[config.mk]
export PLATFORM = sky130hd
export DESIGN_NAME = rps_match_sequencer
export DESIGN_NICKNAME = d
export VERILOG_FILES = /design/src/rtl/rps_match_sequencer.sv
export SDC_FILE = /design/constraint.sdc
export NUM_CORES = 1
export LEC_CHECK = 0
export CAP_MARGIN = 20
export CORE_UTILIZATION = 48
export DETAILED_ROUTE_END_ITERATION = 16
export HOLD_SLACK_MARGIN = 0.02
export PLACE_DENSITY = 0.77
export SLEW_MARGIN = 20
export SYNTH_ARGS = -nofsm -noshare
export SYNTH_HDL_FRONTEND = slang
export SYNTH_SLANG_ARGS = --single-unit
[constraint.sdc]
create_clock -name clock -period 4.85 [get_ports clock]
set_input_delay 0.97 -clock clock [delete_from_list [all_inputs] [get_ports clock]]
set_output_delay 0.97 -clock clock [all_outputs]
set_load 0.1 [all_outputs]
[src/rtl/rps_match_sequencer.sv]
// rps_match_sequencer: best-of-N Rock-Paper-Scissors round/match controller.
// Drives the ComputerChoice freeze pulse, keeps the score, times the result display
// and hands the player choice back for clearing between rounds.
// Optional build macro: RPS_ROUND_TIMEOUT_EN enables the ARMED forfeit timer.
module rps_match_sequencer #(
    parameter int unsigned WINS_TO_TAKE   = 2,
    parameter int unsigned SHOW_CYCLES    = 1000,
    parameter int unsigned TIMEOUT_CYCLES = 100000
) (
    input  logic       clock,
    input  logic       reset_button,
    input  logic       start,
    input  logic [1:0] player_choice,
    input  logic [1:0] computer_choice,
    input  logic       player_win,
    output logic       stop_signal,
    output logic       clear_choice,
    output logic       win_led,
    output logic       lose_led,
    output logic       tie_led,
    output logic [3:0] player_score,
    output logic [3:0] computer_score,
    output logic [5:0] round_num,
    output logic       match_over
);

    typedef enum logic [2:0] {
        S_IDLE, S_ARMED, S_LOCK, S_SAMPLE, S_EVAL, S_SHOW, S_CLEAR, S_DONE
    } state_t;

    localparam logic [3:0] WIN_SCORE = 4'(WINS_TO_TAKE);

    // Reject parameter values outside the supported range at elaboration.
    if (WINS_TO_TAKE < 1 || WINS_TO_TAKE > 15 || SHOW_CYCLES < 1 || TIMEOUT_CYCLES < 1) begin : g_param_check
        $error("rps_match_sequencer: parameter out of range");
    end

    state_t      state_q, state_d;
    logic [1:0]  p_lat_q, p_lat_d;
    logic [1:0]  c_lat_q, c_lat_d;
    logic        w_lat_q, w_lat_d;
    logic [31:0] show_cnt_q, show_cnt_d;
    logic        stop_q, stop_d;
    logic        clear_q, clear_d;
    logic        win_q, win_d;
    logic        lose_q, lose_d;
    logic        tie_q, tie_d;
    logic [3:0]  pscore_q, pscore_d;
    logic [3:0]  cscore_q, cscore_d;
    logic [5:0]  round_q, round_d;
    logic        over_q, over_d;
`ifdef RPS_ROUND_TIMEOUT_EN
    logic [31:0] to_cnt_q, to_cnt_d;
`endif

    // State and all registered outputs; reset dominates every other input.
    always_ff @(posedge clock) begin
        if (reset_button) begin
            state_q    <= S_IDLE;
            p_lat_q    <= '0;
            c_lat_q    <= '0;
            w_lat_q    <= 1'b0;
            show_cnt_q <= '0;
            stop_q     <= 1'b0;
            clear_q    <= 1'b0;
            win_q      <= 1'b0;
            lose_q     <= 1'b0;
            tie_q      <= 1'b0;
            pscore_q   <= '0;
            cscore_q   <= '0;
            round_q    <= '0;
            over_q     <= 1'b0;
`ifdef RPS_ROUND_TIMEOUT_EN
            to_cnt_q   <= '0;
`endif
        end else begin
            state_q    <= state_d;
            p_lat_q    <= p_lat_d;
            c_lat_q    <= c_lat_d;
            w_lat_q    <= w_lat_d;
            show_cnt_q <= show_cnt_d;
            stop_q     <= stop_d;
            clear_q    <= clear_d;
            win_q      <= win_d;
            lose_q     <= lose_d;
            tie_q      <= tie_d;
            pscore_q   <= pscore_d;
            cscore_q   <= cscore_d;
            round_q    <= round_d;
            over_q     <= over_d;
`ifdef RPS_ROUND_TIMEOUT_EN
            to_cnt_q   <= to_cnt_d;
`endif
        end
    end

    // Next-state logic; outputs are computed one cycle ahead so they leave the block registered.
    always_comb begin
        state_d    = state_q;
        p_lat_d    = p_lat_q;
        c_lat_d    = c_lat_q;
        w_lat_d    = w_lat_q;
        show_cnt_d = show_cnt_q;
        stop_d     = 1'b0;
        clear_d    = clear_q;
        win_d      = win_q;
        lose_d     = lose_q;
        tie_d      = tie_q;
        pscore_d   = pscore_q;
        cscore_d   = cscore_q;
        round_d    = round_q;
        over_d     = over_q;
`ifdef RPS_ROUND_TIMEOUT_EN
        to_cnt_d   = to_cnt_q;
`endif
        case (state_q)
            S_IDLE, S_DONE: begin
                if (start) begin
                    pscore_d = '0;
                    cscore_d = '0;
                    round_d  = '0;
                    win_d    = 1'b0;
                    lose_d   = 1'b0;
                    tie_d    = 1'b0;
                    over_d   = 1'b0;
                    state_d  = S_ARMED;
`ifdef RPS_ROUND_TIMEOUT_EN
                    to_cnt_d = '0;
`endif
                end
            end
            S_ARMED: begin
                if (player_choice != 2'b00) begin
                    p_lat_d = player_choice;
                    stop_d  = 1'b1;
                    state_d = S_LOCK;
                end
`ifdef RPS_ROUND_TIMEOUT_EN
                else if (to_cnt_q == TIMEOUT_CYCLES - 1) begin
                    // Forfeit jumps straight to the display phase as a lost round.
                    if (cscore_q != WIN_SCORE) cscore_d = cscore_q + 4'd1;
                    round_d    = (round_q == 6'd63) ? round_q : round_q + 6'd1;
                    lose_d     = 1'b1;
                    show_cnt_d = '0;
                    state_d    = S_SHOW;
                end else begin
                    to_cnt_d = to_cnt_q + 32'd1;
                end
`endif
            end
            S_LOCK: state_d = S_SAMPLE;
            S_SAMPLE: begin
                c_lat_d = computer_choice;
                w_lat_d = player_win;
                state_d = S_EVAL;
            end
            S_EVAL: begin
                if (c_lat_q == 2'b00) begin
                    clear_d = 1'b1;
                    state_d = S_CLEAR;
                end else begin
                    if (p_lat_q == c_lat_q) begin
                        tie_d = 1'b1;
                    end else if (w_lat_q) begin
                        win_d = 1'b1;
                        if (pscore_q != WIN_SCORE) pscore_d = pscore_q + 4'd1;
                    end else begin
                        lose_d = 1'b1;
                        if (cscore_q != WIN_SCORE) cscore_d = cscore_q + 4'd1;
                    end
                    round_d    = (round_q == 6'd63) ? round_q : round_q + 6'd1;
                    show_cnt_d = '0;
                    state_d    = S_SHOW;
                end
            end
            S_SHOW: begin
                if (show_cnt_q == SHOW_CYCLES - 1) begin
                    win_d   = 1'b0;
                    lose_d  = 1'b0;
                    tie_d   = 1'b0;
                    clear_d = 1'b1;
                    state_d = S_CLEAR;
                end else begin
                    show_cnt_d = show_cnt_q + 32'd1;
                end
            end
            S_CLEAR: begin
                if (player_choice == 2'b00) begin
                    clear_d = 1'b0;
                    if (pscore_q == WIN_SCORE || cscore_q == WIN_SCORE) begin
                        over_d  = 1'b1;
                        win_d   = (pscore_q == WIN_SCORE);
                        lose_d  = (pscore_q != WIN_SCORE);
                        state_d = S_DONE;
                    end else begin
                        state_d = S_ARMED;
`ifdef RPS_ROUND_TIMEOUT_EN
                        to_cnt_d = '0;
`endif
                    end
                end
            end
            default: state_d = S_IDLE;
        endcase
    end

    assign stop_signal    = stop_q;
    assign clear_choice   = clear_q;
    assign win_led        = win_q;
    assign lose_led       = lose_q;
    assign tie_led        = tie_q;
    assign player_score   = pscore_q;
    assign computer_score = cscore_q;
    assign round_num      = round_q;
    assign match_over     = over_q;

endmodule

* After elaboration in Yosys (flattened, before gate mapping)
Index checks and enable logic that the tools add are counted.
** Storage, ports and cells
- Bits in registers :: 60
- Input port bits :: 8
** Operators by class
- Add/sub/neg operators :: 4
- Eq/ne operators :: 29
- Muxes and demuxes :: 50
- Bitwise operators :: 1
- Reduce and logical (&&, ||, !) cells :: 24
** Operators with widths (count)
- $mux 32 :: 2
- $pmux 32 s2 :: 1
- $mux 4 :: 9
- $add 32x1->32 const B :: 1
- $eq 32x10->1 const B :: 1
- $ne 2x2->1 const B :: 15
- $pmux 3 s7 :: 1
- $mux 1 :: 20
- $mux 6 :: 3
- $pmux 4 s2 :: 2
- $reduce_and 4->1 :: 4
- $reduce_and 8->1 :: 2
- $mux 3 :: 5
- $eq 3x3->1 const B :: 4
- $pmux 6 s2 :: 1
- $reduce_and 6->1 :: 2
- $add 4x1->4 const B :: 2
- $eq 4x2->1 const B :: 2
- $ne 4x2->1 const B :: 2
- $pmux 1 s4 :: 2
- $reduce_bool 2->1 :: 4
- $add 6x1->6 const B :: 1
- $eq 3x2->1 const B :: 2
- $eq 6x6->1 const B :: 1
- other kinds (15) :: 19

* Longest topological paths before layout
Gate-level depths: netlist of the first run.
- Depth after elaboration :: 6
- Mapped depth :: 8
- Depth with buffers taken out :: 7

* Worst setup path after synthesis of the first run
Ideal clock, no wire load.
- Path kind :: flip-flop to flip-flop
- From :: reg cscore_q[0], in the netlist computer_score[0]
- To :: reg cscore_q[3], in the netlist computer_score[3]
- Arrival :: 2.457 ns
- Required time :: 4.783 ns
- Setup slack :: 2.326 ns
- Cell stages (with the launch flop) :: 8
- Clock period less this slack :: 2.524 ns
- Path through :: dfxtp_1 > inv_1 > ha_1 > nor3b_1 > a2111oi_4 > o211ai_2 > or3_1 > a21oi_2
** Between the ends
- Cells in the longest elaborated chain, start to end :: 6
- Elaborated cells between the ends (all ways) :: 9
** Ends and longest elaborated chain
- start, declared :: RTL line 49 : logic [3:0] cscore_q, cscore_d;
- start signal, assigned :: RTL line 88 : cscore_q <= cscore_d;
- $add 4x1->4 :: RTL line 169 : if (cscore_q != WIN_SCORE) cscore_d = cscore_q + 4'd1;
- $mux 4 :: RTL line 169
- $mux 4 :: RTL line 164 : end else if (w_lat_q) begin
- $mux 4 :: RTL line 162 : if (p_lat_q == c_lat_q) begin
- $mux 4 :: RTL line 158 : if (c_lat_q == 2'b00) begin
- $pmux 4 s2 :: RTL line 116 : case (state_q)
Parallel ways exist; a longest one is shown, timed or not. The select of a mux whose other input is x is not followed.
A chain may end at the register's enable or synchronous reset.

* Worst setup path after layout of the first run
- From :: reg round_q[0], in the netlist round_num[0]
- To :: out round_num[0]
** RTL lines
- start, declared :: RTL line 50 : logic [5:0] round_q, round_d;
- start signal, assigned :: RTL line 89 : round_q <= round_d;
- end, declared :: RTL line 23 : output logic [5:0] round_num,
No word-level cell between the ends.

==> results of run 1 <==
## cell usage in the layout, fill, tap and decap left out, types with 11 or more instances in the layout
cell,count
sky130_fd_sc_hd__o21ai_0,21
sky130_fd_sc_hd__nor2_1,17
sky130_fd_sc_hd__or3_1,15
sky130_fd_sc_hd__clkbuf_8,11
sky130_fd_sc_hd__nand2_1,45
sky130_fd_sc_hd__clkdlybuf4s50_1,27
sky130_fd_sc_hd__dfxtp_1,60
sky130_fd_sc_hd__nand3_1,23
sky130_fd_sc_hd__nand4_1,18
sky130_fd_sc_hd__inv_1,11
sky130_fd_sc_hd__a21oi_1,35
## area by class of cell
| cell class | instances | share of cell area |
|---|---|---|
| clock buffers | 15 | 0.0422 |
| clock inverters | 1 | 0.00762 |
| inverters | 12 | 0.0114 |
| multi-input cells | 322 | 0.527 |
| flip-flops and latches | 60 | 0.305 |
| well taps | 96 | 0.0305 |
| repair buffers | 31 | 0.0762 |
## stage by stage
stage          hold WS, ns  power [mW]
6_report             0.483        1.75
5_1_grt              0.507        1.84
3_5_place_dp         0.478        1.29
3_3_place_gp         0.469        1.28
2_1_floorplan        0.450        1.16
4_1_cts              0.488        1.75
## final timing paths
| check | startpoint | to | slack, ns |
|---|---|---|---|
| min | p_lat_q[0] | p_lat_q[0] | 0.48 |
| min reg2reg | p_lat_q[0] | p_lat_q[0] | 0.48 |
| max | round_num[0] | round_num[0] | 1.92 |
| max reg2reg | state_q[0] | show_cnt_q[21] | 2.05 |
## per-layer routing
layer,up-vias,GRT usage,part of all wire
met5,-,0,0
met4,0,0.0955,0.019
met3,16,0.0467,0.064
met2,119,0.348,0.44
met1,1560,0.336,0.48
li1,1653,-,-
## logic make-up after synthesis
family / after synthesis
AOI/OAI and AO/OA: 125
DFF: 60
and+or+nand+nor: 178
muxes: 8
xor gates and xnor gates: 5
adders and majority gates: 6
buffers and inverters: 34
## state kept, by name (all words and copies together), names as in the netlist
name / count
match_over: 1
lose_led: 1
w_lat_q: 1
show_cnt_q: 32
clear_choice: 1
computer_score: 4
player_score: 4
state_q: 3
p_lat_q: 2
win_led: 1
c_lat_q: 2
round_num: 6
stop_signal: 1
tie_led: 1
## report_power, final
group	total, mW	switching (mW)	internal (mW)	leakage, nW
registers	0.611	0.0737	0.537	0.485
clock network	0.459	0.192	0.267	0.0979
logic	0.678	0.465	0.213	0.669
## cells in the mapped netlist, types with 3 or more instances
| library cell | n | area [sq um] |
|---|---|---|
| sky130_fd_sc_hd__dfxtp_1 | 60 | 1200 |
| sky130_fd_sc_hd__nand2_1 | 45 | 169 |
| sky130_fd_sc_hd__a21oi_1 | 35 | 175 |
| sky130_fd_sc_hd__nand3_1 | 23 | 115 |
| sky130_fd_sc_hd__o21ai_0 | 21 | 105 |
| sky130_fd_sc_hd__nand4_1 | 18 | 113 |
| sky130_fd_sc_hd__nor2_1 | 17 | 63.8 |
| sky130_fd_sc_hd__or3_1 | 15 | 93.8 |
| sky130_fd_sc_hd__clkbuf_1 | 11 | 41.3 |
| sky130_fd_sc_hd__inv_1 | 11 | 41.3 |
| sky130_fd_sc_hd__mux2i_1 | 8 | 80.1 |
| sky130_fd_sc_hd__o2111ai_1 | 8 | 70.1 |
| sky130_fd_sc_hd__and3_1 | 7 | 43.8 |
| sky130_fd_sc_hd__buf_2 | 7 | 35.0 |
| sky130_fd_sc_hd__nand2b_1 | 7 | 43.8 |
| sky130_fd_sc_hd__nor3_1 | 7 | 35.0 |
| sky130_fd_sc_hd__o31ai_1 | 7 | 52.6 |
| sky130_fd_sc_hd__a2111o_1 | 6 | 67.6 |
| sky130_fd_sc_hd__a31oi_1 | 6 | 37.5 |
| sky130_fd_sc_hd__ha_1 | 6 | 75.1 |
| sky130_fd_sc_hd__o21a_1 | 6 | 45.0 |
| sky130_fd_sc_hd__or4_1 | 6 | 45.0 |
| sky130_fd_sc_hd__a211oi_1 | 5 | 37.5 |
| sky130_fd_sc_hd__nor3b_1 | 5 | 37.5 |
| sky130_fd_sc_hd__nor4_1 | 5 | 31.3 |
| sky130_fd_sc_hd__o211ai_1 | 4 | 30.0 |
| sky130_fd_sc_hd__a311oi_1 | 3 | 26.3 |
| sky130_fd_sc_hd__a41oi_1 | 3 | 26.3 |
| sky130_fd_sc_hd__and2_1 | 3 | 18.8 |
| sky130_fd_sc_hd__and4_1 | 3 | 26.3 |
| sky130_fd_sc_hd__or2_2 | 3 | 18.8 |
| sky130_fd_sc_hd__xnor2_1 | 3 | 26.3 |
==> results.tsv, run 1 <==
metric	value	unit
yosys.area_share.adder	0.0219	
ir_drop	0.192	mV
synth_compound_area_frac	0.259	
critPathLaunchType	flip-flop	
worstRegToRegCells	5	
critPathTopFamily	buffers and inverters	
min_delay_path_depth	2	
synth-edff-count	0	
mappedNetlistArea	0.00343	sq mm
cell_area_after_layout	0.00394	sq mm
synthesis.area_per_instance	8.24	sq um
p_leak	1.25	nW
place.gp.congestion	0.850	
coreArea	0.00683	sq mm
htree_levels	3	
rows	30	
via_per_inst	6.23	
clock_tree.root_cell	sky130_fd_sc_hd__clkbuf_8	
worstHoldPathType	reg -> reg	
setup_violations	0	
finalHoldViolations	0	
postSynth.topFlopCell	sky130_fd_sc_hd__dfxtp_1	
floorplan.initialDensity	0.501	
status	completed	
top_level_ports	28	
synth.area.mux_share	0.0234	
syn_inst	416	
insertedDiodeCount	0	
die_y	86.5	um
ys_seq_elements	60	
fin_nets	450	
worst-path-max-fanout	7	
maximum_number_of_pins_on_one_net_before_global_route_repair	35	
slew_viol_final	0	
layout-area-overhead-vs-synth	15.0	%
post-route-min-period	2.93	ns
floorplan.die.width	86.5	um
globalRoute.totalOverflow	0	
cts-hold-fix-buffers	0	
dpl_worst_slack	2.00	ns
clk-insertion-delay-late	0.35	ns
slowest_delay	1.18	ns
cp-end-kind	output port	
track_usage	0.236	
postLayoutSetupSlackWorst	1.92	ns
grt_antenna_before_repair	0	
vias	3348	
synth_top_family_by_area	simple AND/OR/NAND/NOR gates	
post-cts-setup-buffers	0	
dieArea	0.00748	sq mm
critical_path.slowest_cell	sky130_fd_sc_hd__clkdlybuf4s50_1	
violation_count_after_the_first_detailed_routing_iteration	375	
timing_worst_slew_pin_value	0.976	ns
portBuffers	27	
fin_skew	0.00717	ns
yosys_warnings	0	
cap_violations	0	
n_fill_cell	640	
rsz0062_at_grt	false	
synthSimpleGateAreaFrac	0.289	
power_per_cell_area	444	mW/mm^2
slew_headroom	0.347	
max_clock_freq	342	MHz
worst_ep_required_time	3.88	ns
finalCritPeriodShare	0.603	
crit_path_cell_trace	clkdlybuf4s50_1	
wl	8.32	mm
antenna_violating_nets_post_route	0	
path_clk_slew	0.07	ns
cts-buffers-inserted	9	
syn_nets	430	
dr_pass1_iterations	5	
grt_pass1_wl	13.8	mm
xor_xnor_share_of_the_synthesized_area	0.0128	
tns	0	ns
dpl_cell_area	0.00374	sq mm
worst-endpoint-arrival	1.96	ns
post-route-util	0.577	
stdcell_count	537	
crit_buf_inv	1	
placed_cells	521	
total_clock_sinks	60	
critical_path_class	reg -> out	
hpwlAfterDp	5.81	mm
cts_max_path_bufs	2	
wl_per_cell	15.5	um
first_global_vias	2888	
synthArstFlopShare	0	
synth-seq-area-share	0.351	
multi_input_area	0.00208	sq mm
cts.repair.resized	0	
route.detailed.drc	0	
cts_tree	built	
area.sequential	0.00120	sq mm
number_of_stages_on_the_worst_setup_path	1	
yosysUniqueCellTypes	63	
layout-drive-gt1-share	0.0658	
No activity file was read; power rests on OpenSTA's default activity.
==> run 2: changes to the inputs <==
==> constraint.sdc (replaced) <==
create_clock -name clock -period 2.9 [get_ports clock]
set_input_delay 0.58 -clock clock [delete_from_list [all_inputs] [get_ports clock]]
set_output_delay 0.58 -clock clock [all_outputs]
set_load 0.1 [all_outputs]
==> run 2 against run 1 <==
  * Routed wire length grew 6.1%
  * Flip-flop and latch count unchanged
  * Critical path type is now reg -> reg
  * Combinational power up 70%
  * Die area stayed put
  * Clock-buffer cell count down 3
==> results.tsv, run 2 (synthesized netlist as in run 1, its figures left out) <==
metric	value	unit	change
cts-hold-fix-buffers	0		unchanged
finalCritPeriodShare	0.890		
coreArea	0.00683	sq mm	unchanged
globalRoute.totalOverflow	0		unchanged
cell_area_after_layout	0.00394	sq mm	about the same
slowest_delay	0.53	ns	was 1.18 ns
first_global_vias	3087		was 2888
place.gp.congestion	0.916		was 0.850
worst-endpoint-arrival	2.83	ns	was 1.96 ns
floorplan.die.width	86.5	um	unchanged
hpwlAfterDp	6.17	mm	was 5.81 mm
wl	8.83	mm	was 8.32 mm
crit_buf_inv	1		unchanged
tns	0	ns	unchanged
worstHoldEndpoint	p_lat_q[1]		was p_lat_q[0]
critPathTopFamily	compound AO/OA/AOI/OAI gates		was buffers and inverters
min_delay_path_depth	2		unchanged
maximum_number_of_pins_on_one_net_before_global_route_repair	25		was 35
ff2ff_setup_slack	0.32	ns	was 2.05 ns
max_flop_register	show_cnt_q		unchanged
max_clock_freq	388	MHz	
crit_path_cell_trace	ha_1 > nor4bb_1 > nand4_1 > o21ai_2 > buf_4 > a31oi_1 > a311oi_1		was clkdlybuf4s50_1
placed_cells	529		was 521
ir_drop	0.286	mV	was 0.192 mV
worst_ep_required_time	3.15	ns	was 3.88 ns
via_per_inst	6.22		was 6.23
slew_viol_final	0		unchanged
critical_path_class	reg -> reg		was reg -> out
path_clk_slew	0.07	ns	about the same
worstHoldPathType	reg -> reg		unchanged
number_of_stages_on_the_worst_setup_path	7		was 1
timing.hold.worst.start	p_lat_q[1]		was p_lat_q[0]
wl_per_cell	16.3	um	was 15.5 um
power_per_cell_area	743	mW/mm^2	was 444 mW/mm^2
grt_antenna_before_repair	0		unchanged
setup_violations	0		unchanged
floorplan.initialDensity	0.501		unchanged
cts_tree	built		unchanged
route.detailed.drc	0		unchanged
cts.repair.resized	0		unchanged
p_leak	1.33	nW	was 1.25 nW
violation_count_after_the_first_detailed_routing_iteration	283		was 375
largest_register_ffs	32		unchanged
timing_worst_slew_pin_value	0.712	ns	was 0.976 ns
dpl_cell_area	0.00375	sq mm	was 0.00374 sq mm
worst-path-max-fanout	21		was 7
portBuffers	27		unchanged
cts-buffers-inserted	9		unchanged
layout-area-overhead-vs-synth	15.1	%	was 15.0%
post-cts-setup-buffers	0		unchanged
track_usage	0.251		was 0.236
insertedDiodeCount	0		unchanged
finalHoldViolations	0		unchanged
dieArea	0.00748	sq mm	unchanged
top_level_ports	28		unchanged
most-common-layout-cells	60 x sky130_fd_sc_hd__dfxtp_1, 45 x sky130_fd_sc_hd__nand2_1, 35 x sky130_fd_sc_hd__a21oi_1, 32 x sky130_fd_sc_hd__buf_4, 23 x sky130_fd_sc_hd__nand3_1		was 60 x sky130_fd_sc_hd__dfxtp_1, 45 x sky130_fd_sc_hd__nand2_1, 35 x sky130_fd_sc_hd__a21oi_1, 27 x sky130_fd_sc_hd__clkdlybuf4s50_1, 23 x sky130_fd_sc_hd__nand3_1
dr_pass1_iterations	5		unchanged
layout-drive-gt1-share	0.130		was 0.0658
grt_pass1_wl	14.8	mm	was 13.8 mm
post-route-min-period	2.58	ns	
vias	3375		was 3348
antenna_violating_nets_post_route	0		unchanged
clk-insertion-delay-late	0.34	ns	was 0.35 ns
die_y	86.5	um	unchanged
worstRegToRegCells	7		was 5
final_common_cell	sky130_fd_sc_hd__dfxtp_1		unchanged
stdcell_count	543		was 537
timing.rr.end	tie_led		was show_cnt_q[21]
cap_violations	0		unchanged
rows	30		unchanged
post-route-util	0.577		about the same
total_clock_sinks	60		unchanged
fin_nets	458		was 450
rsz0062_at_grt	false		unchanged
status	completed		unchanged
critPathLaunchType	flip-flop		unchanged
critical_path.slowest_cell	sky130_fd_sc_hd__o21ai_2		was sky130_fd_sc_hd__clkdlybuf4s50_1
htree_levels	3		unchanged
cts_max_path_bufs	2		unchanged
r2r-start	show_cnt_q[0]		was state_q[0]
dpl_worst_slack	0.424	ns	was 2.00 ns
clock_tree.root_cell	sky130_fd_sc_hd__clkbuf_8		unchanged
cp-end-kind	flip-flop		was output port
slew_headroom	0.524		was 0.347
fin_skew	0.00773	ns	was 0.00717 ns
postLayoutSetupSlackWorst	0.320	ns	was 1.92 ns
-- run 2: cell count changes in the layout (fill, tap and decap cells not counted) --
cell and delta:
sky130_fd_sc_hd__clkinv_2 +1, sky130_fd_sc_hd__buf_4 +28, sky130_fd_sc_hd__clkbuf_1 -3, sky130_fd_sc_hd__clkdlybuf4s50_1 -20
-- run 2: through the flow --
step / hold slack (ns) / power (mW)
after detailed placement: 0.471 / 2.16
after global placement: 0.469 / 2.14
after floorplan: 0.450 / 1.94
final: 0.480 / 2.93
after CTS: 0.480 / 2.93
after global routing: 0.495 / 3.07
-- run 2: report_power, final --
group	internal, mW	leakage (nW)	switching (mW)
clock	0.433	0.0983	0.332
sequential	0.898	0.485	0.112
combinational	0.353	0.748	0.800
-- run 2: worst max path at each step --
| stage | startpoint | end |
|---|---|---|
| final | show_cnt_q[0] | tie_led |
| after global routing | show_cnt_q[0] | lose_led |
| after CTS | show_cnt_q[0] | tie_led |
| after detailed placement | start | player_score[3] |
| after global placement | show_cnt_q[0] | lose_led |
| after floorplan | computer_score[0] | computer_score[3] |
-- run 2: cell type report --
class,count,area [sq um]
Clock inverter,2,35.0
Sequential cell,60,1200
Inverter,12,45.0
Multi-Input combinational cell,322,2080
Clock buffer,12,155
Tap cell,96,120
Timing Repair Buffer,39,310
Fill cell,656,2890
-- run 2: worst register-to-register path, delay by kind of cell, from the launching register on --
| family | cells | cell delay (ns) |
|---|---|---|
| adder cells (fa/ha/maj) | 1 | 0.29 |
| flip-flops | 1 | 0.41 |
| AND/OR/NAND/NOR | 2 | 0.53 |
| buffers and inverters | 1 | 0.34 |
| AO/OA/AOI/OAI | 3 | 0.92 |
-- run 2: layer usage --
| metal | GRT usage | routed length (um) | vias up |
|---|---|---|---|
| li1 | - | - | 1653 |
| met1 | 0.336 | 3960 | 1606 |
| met2 | 0.397 | 4180 | 103 |
| met3 | 0.0581 | 549 | 13 |
| met4 | 0.0909 | 143 | 0 |
| met5 | 0 | 0 | - |
==> run 3: changes to the inputs <==
--- a/config.mk
+++ b/config.mk
@@ -6,10 +6,11 @@
 export NUM_CORES = 1
 export LEC_CHECK = 0
 export CAP_MARGIN = 20
-export CORE_UTILIZATION = 48
+export CORE_UTILIZATION = 45
 export DETAILED_ROUTE_END_ITERATION = 16
 export HOLD_SLACK_MARGIN = 0.02
-export PLACE_DENSITY = 0.77
+export PLACE_DENSITY = 0.73
+export SKIP_CTS_REPAIR_TIMING = 1
 export SLEW_MARGIN = 20
 export SYNTH_ARGS = -nofsm -noshare
 export SYNTH_HDL_FRONTEND = slang
==> run 3 against run 2 <==
  * Register-to-register slack is essentially flat
  * Largest power group unchanged
  * Critical endpoint is now lose_led
  * Final cell count up 0.92%
  * Worst setup slack worse by 0.0023 ns
  * Global-route usage shrank 1.1 points
==> results.tsv, run 3 (synthesized netlist as in run 1, its figures left out) <==
metric	value	unit	change
clk-insertion-delay-late	0.35	ns	was 0.34 ns
clock_tree.root_cell	sky130_fd_sc_hd__clkbuf_8		unchanged
final_common_cell	sky130_fd_sc_hd__dfxtp_1		unchanged
total_clock_sinks	60		unchanged
layout-area-overhead-vs-synth	16.4	%	was 15.1%
number_of_stages_on_the_worst_setup_path	7		unchanged
critical_path_class	reg -> reg		unchanged
critPathLaunchType	flip-flop		unchanged
area.sequential	0.00120	sq mm	unchanged
antenna_violating_nets_post_route	0		unchanged
max_clock_freq	387	MHz	was 388 MHz
post-route-min-period	2.58	ns	about the same
insertedDiodeCount	0		unchanged
critPathTopFamily	compound AO/OA/AOI/OAI gates		unchanged
rows	31		was 30
cp-end-kind	flip-flop		unchanged
worst_ep_required_time	3.16	ns	was 3.15 ns
n_fill_cell	684		was 656
cts-buffers-inserted	9		unchanged
violation_count_after_the_first_detailed_routing_iteration	303		was 283
floorplan.die.width	89.3	um	was 86.5 um
r2r-start	show_cnt_q[0]		unchanged
finalHoldViolations	0		unchanged
setup_violations	0		unchanged
dieArea	0.00797	sq mm	was 0.00748 sq mm
hpwlAfterDp	6.32	mm	was 6.17 mm
slew_viol_final	0		unchanged
grt_antenna_before_repair	0		unchanged
cts_max_path_bufs	2		unchanged
globalRoute.totalOverflow	0		unchanged
worst-endpoint-arrival	2.84	ns	was 2.83 ns
ff2ff_setup_slack	0.32	ns	about the same
power_per_cell_area	764	mW/mm^2	was 743 mW/mm^2
timing_worst_slew_pin_value	0.752	ns	was 0.712 ns
status	completed		unchanged
maximum_number_of_pins_on_one_net_before_global_route_repair	25		unchanged
grt_pass1_wl	14.9	mm	was 14.8 mm
finalCritPeriodShare	0.890		about the same
via_per_inst	6.32		was 6.22
max_flop_register	show_cnt_q		unchanged
timing.rr.end	lose_led		was tie_led
die_y	89.3	um	was 86.5 um
htree_levels	3		unchanged
largest_register_ffs	32		unchanged
final_hold_slack	0.476	ns	was 0.480 ns
post-layout-total-power	3.05	mW	was 2.93 mW
first_global_vias	3142		was 3087
worstRegToRegCells	7		unchanged
critical_path.slowest_cell	sky130_fd_sc_hd__o21ai_2		unchanged
cts_tree	built		unchanged
dr_pass1_iterations	5		unchanged
worst-path-max-fanout	24		was 21
cap_violations	0		unchanged
ir_drop	0.368	mV	was 0.286 mV
crit_buf_inv	1		unchanged
fin_nets	459		was 458
slowest_delay	0.67	ns	was 0.53 ns
p_leak	1.35	nW	was 1.33 nW
floorplan.initialDensity	0.470		was 0.501
critPathLaunch	show_cnt_q[0]		unchanged
multi_input_area	0.00208	sq mm	unchanged
layout-drive-gt1-share	0.136		was 0.130
coreArea	0.00729	sq mm	was 0.00683 sq mm
vias	3462		was 3375
crit_path_cell_trace	ha_1 > nor4bb_1 > nand4_1 > o21ai_2 > buf_4 > a41oi_1 > a211oi_1		was ha_1 > nor4bb_1 > nand4_1 > o21ai_2 > buf_4 > a31oi_1 > a311oi_1
fin_skew	0.0153	ns	was 0.00773 ns
route.detailed.drc	0		unchanged
slew_headroom	0.498		was 0.524
tns	0	ns	unchanged
rsz0062_at_grt	false		unchanged
postLayoutSetupSlackWorst	0.318	ns	was 0.320 ns
wl_per_cell	16.4	um	was 16.3 um
track_usage	0.241		was 0.251
top_level_ports	28		unchanged
path_clk_slew	0.08	ns	was 0.07 ns
dpl_worst_slack	0.395	ns	was 0.424 ns
wl	8.98	mm	was 8.83 mm
crit_path_end	lose_led		was tie_led
portBuffers	27		unchanged
worstHoldPathType	reg -> reg		unchanged
place.gp.congestion	0.911		was 0.916
most-common-layout-cells	60 x sky130_fd_sc_hd__dfxtp_1, 45 x sky130_fd_sc_hd__nand2_1, 35 x sky130_fd_sc_hd__a21oi_1, 33 x sky130_fd_sc_hd__buf_4, 23 x sky130_fd_sc_hd__nand3_1		was 60 x sky130_fd_sc_hd__dfxtp_1, 45 x sky130_fd_sc_hd__nand2_1, 35 x sky130_fd_sc_hd__a21oi_1, 32 x sky130_fd_sc_hd__buf_4, 23 x sky130_fd_sc_hd__nand3_1
## run 3: layer usage
metal  GRT usage  up-vias  share of wire
met5           0        -              0
met4       0.124        0          0.020
li1            -     1665              -
met1       0.332     1644           0.46
met3      0.0536       17          0.076
met2       0.350      136           0.44
## run 3: how the worst min path moves through the flow
stage	endpoint	start	slack [ns]	cells past startpoint
2_1_floorplan	p_lat_q[0]	p_lat_q[0]	0.45	2
3_3_place_gp	p_lat_q[0]	p_lat_q[0]	0.46	2
3_5_place_dp	p_lat_q[1]	p_lat_q[1]	0.47	2
4_1_cts	p_lat_q[1]	p_lat_q[1]	0.48	2
5_1_grt	p_lat_q[1]	p_lat_q[1]	0.49	2
6_report	p_lat_q[1]	p_lat_q[1]	0.48	2
## run 3: worst reg2reg max path, stage by stage (launching register included)
cell	delay [ns]
sky130_fd_sc_hd__dfxtp_1	0.41
sky130_fd_sc_hd__ha_1	0.26
sky130_fd_sc_hd__nor4bb_1	0.23
sky130_fd_sc_hd__nand4_1	0.20
sky130_fd_sc_hd__o21ai_2	0.67
sky130_fd_sc_hd__buf_4	0.38
sky130_fd_sc_hd__a41oi_1	0.14
sky130_fd_sc_hd__a211oi_1	0.22
## run 3: power breakdown
part / internal [mW] / total, mW / switching, mW / leakage (nW)
Clock: 0.525 / 0.874 / 0.349 / 0.111
Combinational: 0.354 / 1.16 / 0.804 / 0.751
Sequential: 0.898 / 1.01 / 0.116 / 0.485
Total: 1.78 / 3.05 / 1.27 / 1.35
## run 3: layout make-up
| class | instances | area share |
|---|---|---|
| clock buffers | 11 | 0.0380 |
| clock inverters | 4 | 0.0182 |
| inverters | 12 | 0.0113 |
| multi-input cells | 322 | 0.521 |
| flip-flops and latches | 60 | 0.301 |
| well taps | 99 | 0.0311 |
| repair buffers | 40 | 0.0797 |
## run 3: per-stage QoR
| step | instances | utilization | cell area (sq um) |
|---|---|---|---|
| finish | 548 | 0.547 | 3990 |
| global route | 548 | 0.547 | 3990 |
| CTS | 548 | 0.547 | 3990 |
| detailed placement | 533 | 0.516 | 3760 |
| global placement | 533 | 0.516 | 3760 |
| floorplan | 416 | - | 3430 |
